$ cat src/rtl/alu_reservation_station_pkg.sv
// ============================================================================
// Module : alu_reservation_station_pkg
// Brief  : Shared types for the ALU reservation station (op packet, entry).
// Rev    : 1.0
// ============================================================================
`default_nettype none

package alu_reservation_station_pkg;

   localparam int ROB_TAG_WIDTH = 5;

   typedef logic [ROB_TAG_WIDTH-1:0] rob_tag_t;

   typedef enum logic [2:0] {
      alu_add = 3'b000, alu_sll = 3'b001, alu_sra = 3'b010, alu_sub = 3'b011,
      alu_xor = 3'b100, alu_srl = 3'b101, alu_or  = 3'b110, alu_and = 3'b111
   } alu_ops_t;

   typedef enum logic [2:0] {
      cmp_beq  = 3'b000, cmp_bne  = 3'b001, cmp_blt = 3'b100,
      cmp_bge  = 3'b101, cmp_bltu = 3'b110, cmp_bgeu = 3'b111
   } cmp_ops_t;

   typedef enum logic {rs1_out = 1'b0, pc_out  = 1'b1} alu_m1_sel_t;
   typedef enum logic {rs2_out = 1'b0, imm_out = 1'b1} alu_m2_sel_t;

   typedef struct packed {
      alu_m1_sel_t alu_m1_sel;
      alu_m2_sel_t alu_m2_sel;
   } alu_op_sel_t;

   typedef struct packed {
      alu_ops_t    aluop;
      cmp_ops_t    cmpop;
      logic        i_use_alu_cmpop;
      alu_op_sel_t alu_op_sel;
      logic [31:0] pc;
      logic [31:0] imm_data;
   } rs_data_pkt_t;

   typedef struct packed {
      logic         valid;
      rs_data_pkt_t pkt;
      rob_tag_t     rob_tag;
      logic         rs1_rdy;
      rob_tag_t     rs1_tag;
      logic [31:0]  rs1_data;
      logic         rs2_rdy;
      rob_tag_t     rs2_tag;
      logic [31:0]  rs2_data;
   } rs_entry_t;

endpackage

`default_nettype wire

$ cat src/rtl/alu_reservation_station_priority_select.sv
// ============================================================================
// Module : rs_priority_select
// Brief  : Lowest-index one-hot picker with a found flag.
// Rev    : 1.0
// ============================================================================
`default_nettype none

module rs_priority_select #(
   parameter int N = 4
) (
   input  logic [N-1:0] i_req,
   output logic [N-1:0] o_onehot,
   output logic         o_found
);

   // Two's-complement trick isolates the lowest set bit.
   assign o_onehot = i_req & (~i_req + {{(N-1){1'b0}}, 1'b1});
   assign o_found  = |i_req;

endmodule

`default_nettype wire

$ cat src/rtl/alu_reservation_station.sv
// ============================================================================
// Module : alu_reservation_station
// Brief  : ALU reservation station: CDB operand capture, lowest-index issue.
// Rev    : 1.0
// ============================================================================
`default_nettype none

module alu_reservation_station
   import alu_reservation_station_pkg::*;
#(
   parameter int NUM_ENTRIES = 4,
   parameter int ROB_TAG_W   = ROB_TAG_WIDTH
) (
   input  logic                 clk,
   input  logic                 rst,
   input  logic                 flush,
   input  logic                 dispatch_valid,
   output logic                 dispatch_ready,
   input  rs_data_pkt_t         dispatch_pkt,
   input  logic [ROB_TAG_W-1:0] dispatch_rob_tag,
   input  logic                 dispatch_rs1_rdy,
   input  logic                 dispatch_rs2_rdy,
   input  logic [ROB_TAG_W-1:0] dispatch_rs1_tag,
   input  logic [ROB_TAG_W-1:0] dispatch_rs2_tag,
   input  logic [31:0]          dispatch_rs1_data,
   input  logic [31:0]          dispatch_rs2_data,
   input  logic                 cdb_valid,
   input  logic [ROB_TAG_W-1:0] cdb_tag,
   input  logic [31:0]          cdb_data,
   output logic                 issue_valid,
   input  logic                 issue_ready,
   output rs_data_pkt_t         issue_pkt,
   output logic [31:0]          issue_rs1_data,
   output logic [31:0]          issue_rs2_data,
   output logic [ROB_TAG_W-1:0] issue_rob_tag
);

   typedef struct packed {
      logic                 valid;
      rs_data_pkt_t         pkt;
      logic [ROB_TAG_W-1:0] rob_tag;
      logic                 rs1_rdy;
      logic [ROB_TAG_W-1:0] rs1_tag;
      logic [31:0]          rs1_data;
      logic                 rs2_rdy;
      logic [ROB_TAG_W-1:0] rs2_tag;
      logic [31:0]          rs2_data;
   } entry_t;

   entry_t                 r_ent [NUM_ENTRIES];
   logic [NUM_ENTRIES-1:0] w_free;
   logic [NUM_ENTRIES-1:0] w_ready;
   logic [NUM_ENTRIES-1:0] w_free_oh;
   logic [NUM_ENTRIES-1:0] w_iss_oh;
   logic                   w_free_found;
   logic                   w_iss_found;
   logic                   w_disp_fire;
   logic                   w_iss_fire;
   entry_t                 w_new;
   entry_t                 w_sel;

   always_comb begin
      w_free  = '0;
      w_ready = '0;
      for (int i = 0; i < NUM_ENTRIES; i++) begin
         w_free[i]  = ~r_ent[i].valid;
         w_ready[i] = r_ent[i].valid & r_ent[i].rs1_rdy & r_ent[i].rs2_rdy;
      end
   end

   rs_priority_select #(.N(NUM_ENTRIES)) u_free_sel (
      .i_req    (w_free),
      .o_onehot (w_free_oh),
      .o_found  (w_free_found)
   );

   rs_priority_select #(.N(NUM_ENTRIES)) u_issue_sel (
      .i_req    (w_ready),
      .o_onehot (w_iss_oh),
      .o_found  (w_iss_found)
   );

   assign dispatch_ready = w_free_found;
   assign issue_valid    = w_iss_found;
   assign w_disp_fire    = dispatch_valid & w_free_found;
   assign w_iss_fire     = w_iss_found & issue_ready;

   // New entry, with same-cycle CDB bypass into any still-waiting operand.
   always_comb begin
      w_new          = '0;
      w_new.valid    = 1'b1;
      w_new.pkt      = dispatch_pkt;
      w_new.rob_tag  = dispatch_rob_tag;
      w_new.rs1_rdy  = dispatch_rs1_rdy;
      w_new.rs1_tag  = dispatch_rs1_tag;
      w_new.rs1_data = dispatch_rs1_data;
      w_new.rs2_rdy  = dispatch_rs2_rdy;
      w_new.rs2_tag  = dispatch_rs2_tag;
      w_new.rs2_data = dispatch_rs2_data;
      if (cdb_valid && !dispatch_rs1_rdy && dispatch_rs1_tag == cdb_tag) begin
         w_new.rs1_rdy  = 1'b1;
         w_new.rs1_data = cdb_data;
      end
      if (cdb_valid && !dispatch_rs2_rdy && dispatch_rs2_tag == cdb_tag) begin
         w_new.rs2_rdy  = 1'b1;
         w_new.rs2_data = cdb_data;
      end
   end

   always_comb begin
      w_sel = '0;
      for (int i = 0; i < NUM_ENTRIES; i++) begin
         if (w_iss_oh[i]) w_sel = r_ent[i];
      end
   end

   assign issue_pkt      = w_sel.pkt;
   assign issue_rs1_data = w_sel.rs1_data;
   assign issue_rs2_data = w_sel.rs2_data;
   assign issue_rob_tag  = w_sel.rob_tag;

   always_ff @(posedge clk or posedge rst) begin
      if (rst) begin
         for (int i = 0; i < NUM_ENTRIES; i++) r_ent[i] <= '0;
      end else if (flush) begin
         for (int i = 0; i < NUM_ENTRIES; i++) r_ent[i].valid <= 1'b0;
      end else begin
         for (int i = 0; i < NUM_ENTRIES; i++) begin
            if (w_disp_fire && w_free_oh[i]) begin
               r_ent[i] <= w_new;
            end else begin
               if (w_iss_fire && w_iss_oh[i]) r_ent[i].valid <= 1'b0;
               if (cdb_valid && r_ent[i].valid && !r_ent[i].rs1_rdy &&
                   r_ent[i].rs1_tag == cdb_tag) begin
                  r_ent[i].rs1_rdy  <= 1'b1;
                  r_ent[i].rs1_data <= cdb_data;
               end
               if (cdb_valid && r_ent[i].valid && !r_ent[i].rs2_rdy &&
                   r_ent[i].rs2_tag == cdb_tag) begin
                  r_ent[i].rs2_rdy  <= 1'b1;
                  r_ent[i].rs2_data <= cdb_data;
               end
            end
         end
      end
   end

endmodule

`default_nettype wire
$ cat config.mk
export PLATFORM = sky130hd
export DESIGN_NAME = alu_reservation_station
export DESIGN_NICKNAME = d
export VERILOG_FILES = /design/src/rtl/alu_reservation_station_pkg.sv /design/src/rtl/alu_reservation_station_priority_select.sv /design/src/rtl/alu_reservation_station.sv
export SDC_FILE = /design/constraint.sdc
export NUM_CORES = 2
export LEC_CHECK = 0
export CORE_ASPECT_RATIO = 0.5
export CORE_MARGIN = 3
export CORE_UTILIZATION = 51
export DETAILED_ROUTE_END_ITERATION = 8
export PLACE_DENSITY = 0.77
export SLEW_MARGIN = 25
export SYNTH_ARGS = -nofsm -noshare
export SYNTH_HDL_FRONTEND = slang
export SYNTH_SLANG_ARGS = --single-unit
$ cat constraint.sdc
create_clock -name clk -period 17.8 [get_ports clk]
set_clock_uncertainty 0.2 [all_clocks]
set_input_delay 1.78 -clock clk [delete_from_list [all_inputs] [get_ports clk]]
set_output_delay 1.78 -clock clk [all_outputs]
set_load 0.02 [all_outputs]
==> After elaboration in Yosys (flattened, before gate mapping) <==
Cells that the tools add are included.
{ "word_totals": {"register_bits": 620, "latch_bits": 0, "ram_bits": 0, "romBits": 0, "inputBits": 197, "output_inout_bits": 144, "word_cells": 207, "memories": 0} }
{ "op_classes": {"add_sub_neg": 2, "n_mul": 0, "div": 0, "n_lt_le_gt_ge": 0, "n_eq_ne": 10, "shift": 0, "mux": 48, "bitwise": 19, "n_reduce_logical": 68} }
{ "ops": {"columns": ["op", "n"], "rows": [
  ["two-way mux 154 bit", 4],
  ["two-way mux 32 bit", 14],
  ["two-way mux 33 bit", 4],
  ["equality test 5 bit", 10],
  ["logical AND 1 bit", 32],
  ["two-way mux 1 bit", 26],
  ["AND reduction 2 bit", 12],
  ["nonzero test 2 bit", 8],
  ["nonzero test 3 bit", 4],
  ["bitwise AND 1 bit", 10],
  ["zero test 1 bit", 10],
  ["adder 4 x 1 -> 4 bit (second input constant)", 2],
  ["bitwise AND 4 bit", 2],
  ["inverter 4 bit", 2],
  ["OR reduction 4 bit", 2],
  ["inverter 1 bit", 5]
]} }

==> Longest topological paths before layout <==
{ "logic_depth": {"ltp_word": 9, "mapped_depth": 9, "mapped_depth_nobuf": 5} }

==> By module <==
A second synthesis with hierarchy kept.
{ "unflattened": {"hier_cells": 2546, "area_unflattened_um2": 31168.6} }
{ "by_module_without_submodules": {"columns": ["module", "instances", "cells_per_inst", "area_per_inst_um2", "seq_area_each_um2"], "rows": [
  ["alu_reservation_station", 1, 2536, 31093.6, 15514.9],
  ["rs_priority_select", 2, 5, 37.5, 0.0]
]} }

==> Worst setup path before layout <==
Ideal clock, no wire load.
{ "synth_path": {"path_kind": "reg-to-output", "startpoint": "register r_ent[464] in the netlist's numbering", "endpoint": "output port issue_pkt[10] in the netlist's numbering", "arrival_ps": 2207, "t_required_ps": 15820, "path_slack_ps": 13613, "path_stages_with_launch": 9, "n_path_buf": 4, "path_cell_list": "dfrtp_1 > buf_2 > and3_1 > buf_2 > nor2_1 > clkbuf_1 > clkbuf_1 > a221oi_1 > o21ai_0"} }
{ "synth_rtl": {"columns": ["item", "line_no", "rtl"], "rows": [
  ["from (decl)", "alu_reservation_station.sv:50", "entry_t r_ent [NUM_ENTRIES];"],
  ["from (signal, indexed assignment)", "alu_reservation_station.sv:130", "r_ent[i] <= w_new;"],
  ["to (decl)", "alu_reservation_station.sv:32", "output rs_data_pkt_t issue_pkt,"]
]} }

==> Final worst setup path <==
{ "layout_path": {"startpoint": "register r_ent[464] in the netlist's numbering", "endpoint": "output port issue_rs1_data[21]"} }
{ "layout_between": {"elab_chain_len": 8} }
{ "layout_rtl": {"columns": ["item", "line_no", "rtl"], "rows": [
  ["bitwise AND 1 bit * (2 in series)", "alu_reservation_station.sv:67", "w_ready[i] = r_ent[i].valid & r_ent[i].rs1_rdy & r_ent[i].rs2_rdy;"],
  ["inverter 4 bit", "alu_reservation_station_priority_select.sv:17", "assign o_onehot = i_req & (~i_req + {{(N-1){1'b0}}, 1'b1});"],
  ["adder 4 x 1 -> 4 bit", "alu_reservation_station_priority_select.sv:17", null],
  ["bitwise AND 4 bit *", "alu_reservation_station_priority_select.sv:17", null],
  ["two-way mux 154 bit (2 in series)", "alu_reservation_station.sv:113", "if (w_iss_oh[i]) w_sel = r_ent[i];"],
  ["two-way mux 154 bit *", "alu_reservation_station.sv:113", null],
  ["to (decl)", "alu_reservation_station.sv:33", "output logic [31:0] issue_rs1_data,"]
]} }
Every way passes the cells marked *; elsewhere a longest branch is shown, timed or not.

==> results.md <==
* Total track usage at between 20% and 30%
* Most frequent CP cell: buf_4
* FILL cells at roughly 4300
* DRT antenna net count at 0
* Final setup vio count at 0
* CP startpoint kind: register
* RSZ-0062 raised after global routing: false
* Post-Syn Area at 0.02958 mm2
* Final WS setup at 10.92 ns
* Vias in the first global route at 22870
* Largest area contributor in the netlist: dfrtp_1
* CTS Hold Bufs at 0
* Slowest CP cell: buf_4
* Setup_tns at 0 ns
* Top-count cell post-synth: dfrtp_1
* Final Net Count at between 2000 and 3000
* Initial Utilization at approximately 52%
* Most flop-heavy register: r_ent
* Layout area overhead at 20.17%
* Critical path class: register to output port
* Multi-input combinational cell area at ~0.013 mm2
* R2R depth at 5
* Outcome: finished, final reports clean
* Post-synth EDFFs at 0
* Synth Warn # at 0
* CTS tree: done
* Reg2Reg Launch Point: r_ent[619]$_DFFE_PP0P_
* Chip Width at 346.6 um
* Initial antenna violation count at 19
* Sequential fraction of the synthesis area at between 50% and 60%
* Place WS at about 11 ns
* Ports at approximately 340
* First-pass GRT wire length at 130000 um
* Synth area leaders: dfrtp_1 52%, mux2_2 21%, mux2i_1 4.3%, a221oi_1 4.2%, nor2_1 3.5%
* Clock transition at path regs at approximately 0.070 ns
* Avg WL per Cell at ~24 um
* Leakage at about 15 nW
* Min Tclk post-route at approximately 6.9 ns
* Reg-to-reg endpoint: r_ent[14]$_DFFE_PP0P_
* CTS resizes at 0
* Hold path cells at 1
* Final Cycle Share at about two fifths
* Cell Rows at a little over 60
* Critical Path AT at just under 5 ns
* CP Capture Type: output port
* Ys flop type: dfrtp_1
* Largest net degree at the start of global routing at 180
* Hold Path End: r_ent[61]$_DFFE_PP0P_
* Root Buffer: clkbuf_16
* Worst Path Required at ~16 ns
* Final total power at 4.112 mW
* Mapped Cells at 2504
* Reg-to-reg slack, setup at around 14 ns
* Crit path cell chain: and3_4 -> nor2_4 -> buf_4 -> buf_4 -> a221oi_1 -> o21ai_0 -> clkdlybuf4s50_1
* Register area at approximately 0.016 mm2
* Gr ovfl total at 0
* Hold wc startpoint: r_ent[61]$_DFFE_PP0P_
* Synth Register Bits at 620
* Htree depth at 2
* PortBufs at 340
* DR iter-0 viols at 1716
* FMAX at about 150 MHz
* Total CTS buffers at between 50 and 60
* Syn avg cell area at between 10 and 15 um2
* Clock Latency Late Sink at 0.60 ns
* Post-synth ARST share at 100.0%
* P per Cell Area at roughly 120 mW/mm2
* Largest register FFs at 620
* Post-DP HPWL at 51520 um
* TritonCTS Sinks at 620
* GPL Wtd Cong at between 0.8 and 0.9
* CP max FO at 73
* Syn_nets at about 2700
* Slew HR at approximately 28%
* Min-delay worst type: register to register
* Library cells used by synthesis at 39
* Die Area at ~0.06 mm2
* Post-route DRC at 0
* Synth top cells by count: 620 x dfrtp_1, 544 x mux2_2, 278 x nor2_1
* Final Hold Viols at 0
* Via density per instance at a little over 6
* Fin. max-slew vios at 0
* Placeable core area at about 0.056 mm2
* TritonRoute pass-1 iters at 5
* Worst vdd ir at 0.00006377 V
* Largest regs: r_ent x620
* Die height at 176.3 um
* Final wirelength at 83990 um
* Share of the synthesized area in the top cell type at a little over half
* Setup bufs post-CTS at 0
* DR vias at around 22000
* Worst path max stage delay at between 0.9 and 1 ns
* Slew of the pin with the lowest slew margin at between 1 and 1.5 ns
* Layout cell share with drive strength beyond 1 at between 20% and 30%
* Clk buf depth at 3
* Max-cap violations at 0
[report_power, final]
group | leakage, nW | internal, mW | switching [mW]
sequential | 7.65 | 1.73 | 0.186
combinational | 6.38 | 0.482 | 0.478
clock | 0.900 | 0.700 | 0.535
total | 14.9 | 2.91 | 1.20
[worst max-delay path: cells and delay by family, from the launching register on]
kind	cells	cell delay, ns
and+or+nand+nor	2	0.67
AOI/OAI and AO/OA	2	0.63
buffers and inverters	3	2.40
DFF	1	0.47
[per-layer routing]
layer / GRT usage (%) / part of all wire, % / vias up / wire (um)
met4: 15.35 / 4.9 / 0 / 4080
met2: 46.71 / 51 / 670 / 42430
met5: 0 / 0 / - / 0
li1: - / - / 9527 / -
met3: 3.483 / 4.3 / 212 / 3614
met1: 33.07 / 40 / 11160 / 33870
[cells in the final DEF, fill, tap and decap left out, drive strengths merged, types with 8 or more instances in the layout]
master / synthesis / final
a41o: 8 / 8
o21ai: 144 / 144
nor4: 10 / 10
buf: 65 / 37
xor2: 21 / 21
clkdlybuf4s50: 0 / 340
nand2: 147 / 147
a21oi: 132 / 132
mux2: 608 / 608
diode: 0 / 19
a221oi: 142 / 142
xnor2: 29 / 29
nor2: 278 / 278
mux2i: 128 / 128
dfrtp: 620 / 620
clkbuf: 128 / 87
[metrics by stage]
step | hold WS (ns) | cell area, um2 | std cells | util (%)
final | 0.3066 | 35540 | 3563 | 63.01
after global routing | 0.3170 | 35540 | 3563 | 63.01
after CTS | 0.3100 | 35410 | 3542 | 62.79
after detailed placement | 0.2953 | 33570 | 3442 | 59.52
after global placement | 0.2880 | 33550 | 3441 | 59.48
after floorplan | 0.2806 | 29580 | 2504 | -
[kinds of logic after synthesis]
logic type	Yosys count	synth area share (%)
multiplexers	736	27.48
flip-flops	620	52.46
AND/OR/NAND/NOR	462	6.265
AO/OA/AOI/OAI	441	9.574
buffers and inverters	195	2.741
XOR/XNOR	50	1.481
[cell type report]
cell class	count	area share, %
Antenna cell	19	0.1338
Clock buffer	87	4.696
Clock inverter	13	0.4894
Inverter	2	0.03168
Multi-Input combinational cell	1689	37.75
Sequential cell	620	43.65
Tap cell	756	2.662
Timing Repair Buffer	377	10.58
[worst max path at each step]
| stage | start | end | cells past startpoint |
|---|---|---|---|
| 2_1_floorplan | rst | r_ent[0]$_DFFE_PP0P_ | 1 |
| 3_3_place_gp | r_ent[464]$_DFFE_PP0P_ | issue_pkt[65] | 8 |
| 3_5_place_dp | r_ent[464]$_DFFE_PP0P_ | issue_pkt[70] | 8 |
| 4_1_cts | r_ent[464]$_DFFE_PP0P_ | issue_pkt[70] | 8 |
| 5_1_grt | r_ent[464]$_DFFE_PP0P_ | issue_pkt[35] | 8 |
| 6_report | r_ent[464]$_DFFE_PP0P_ | issue_rs1_data[21] | 7 |
Power figures use the tool's default switching activity.
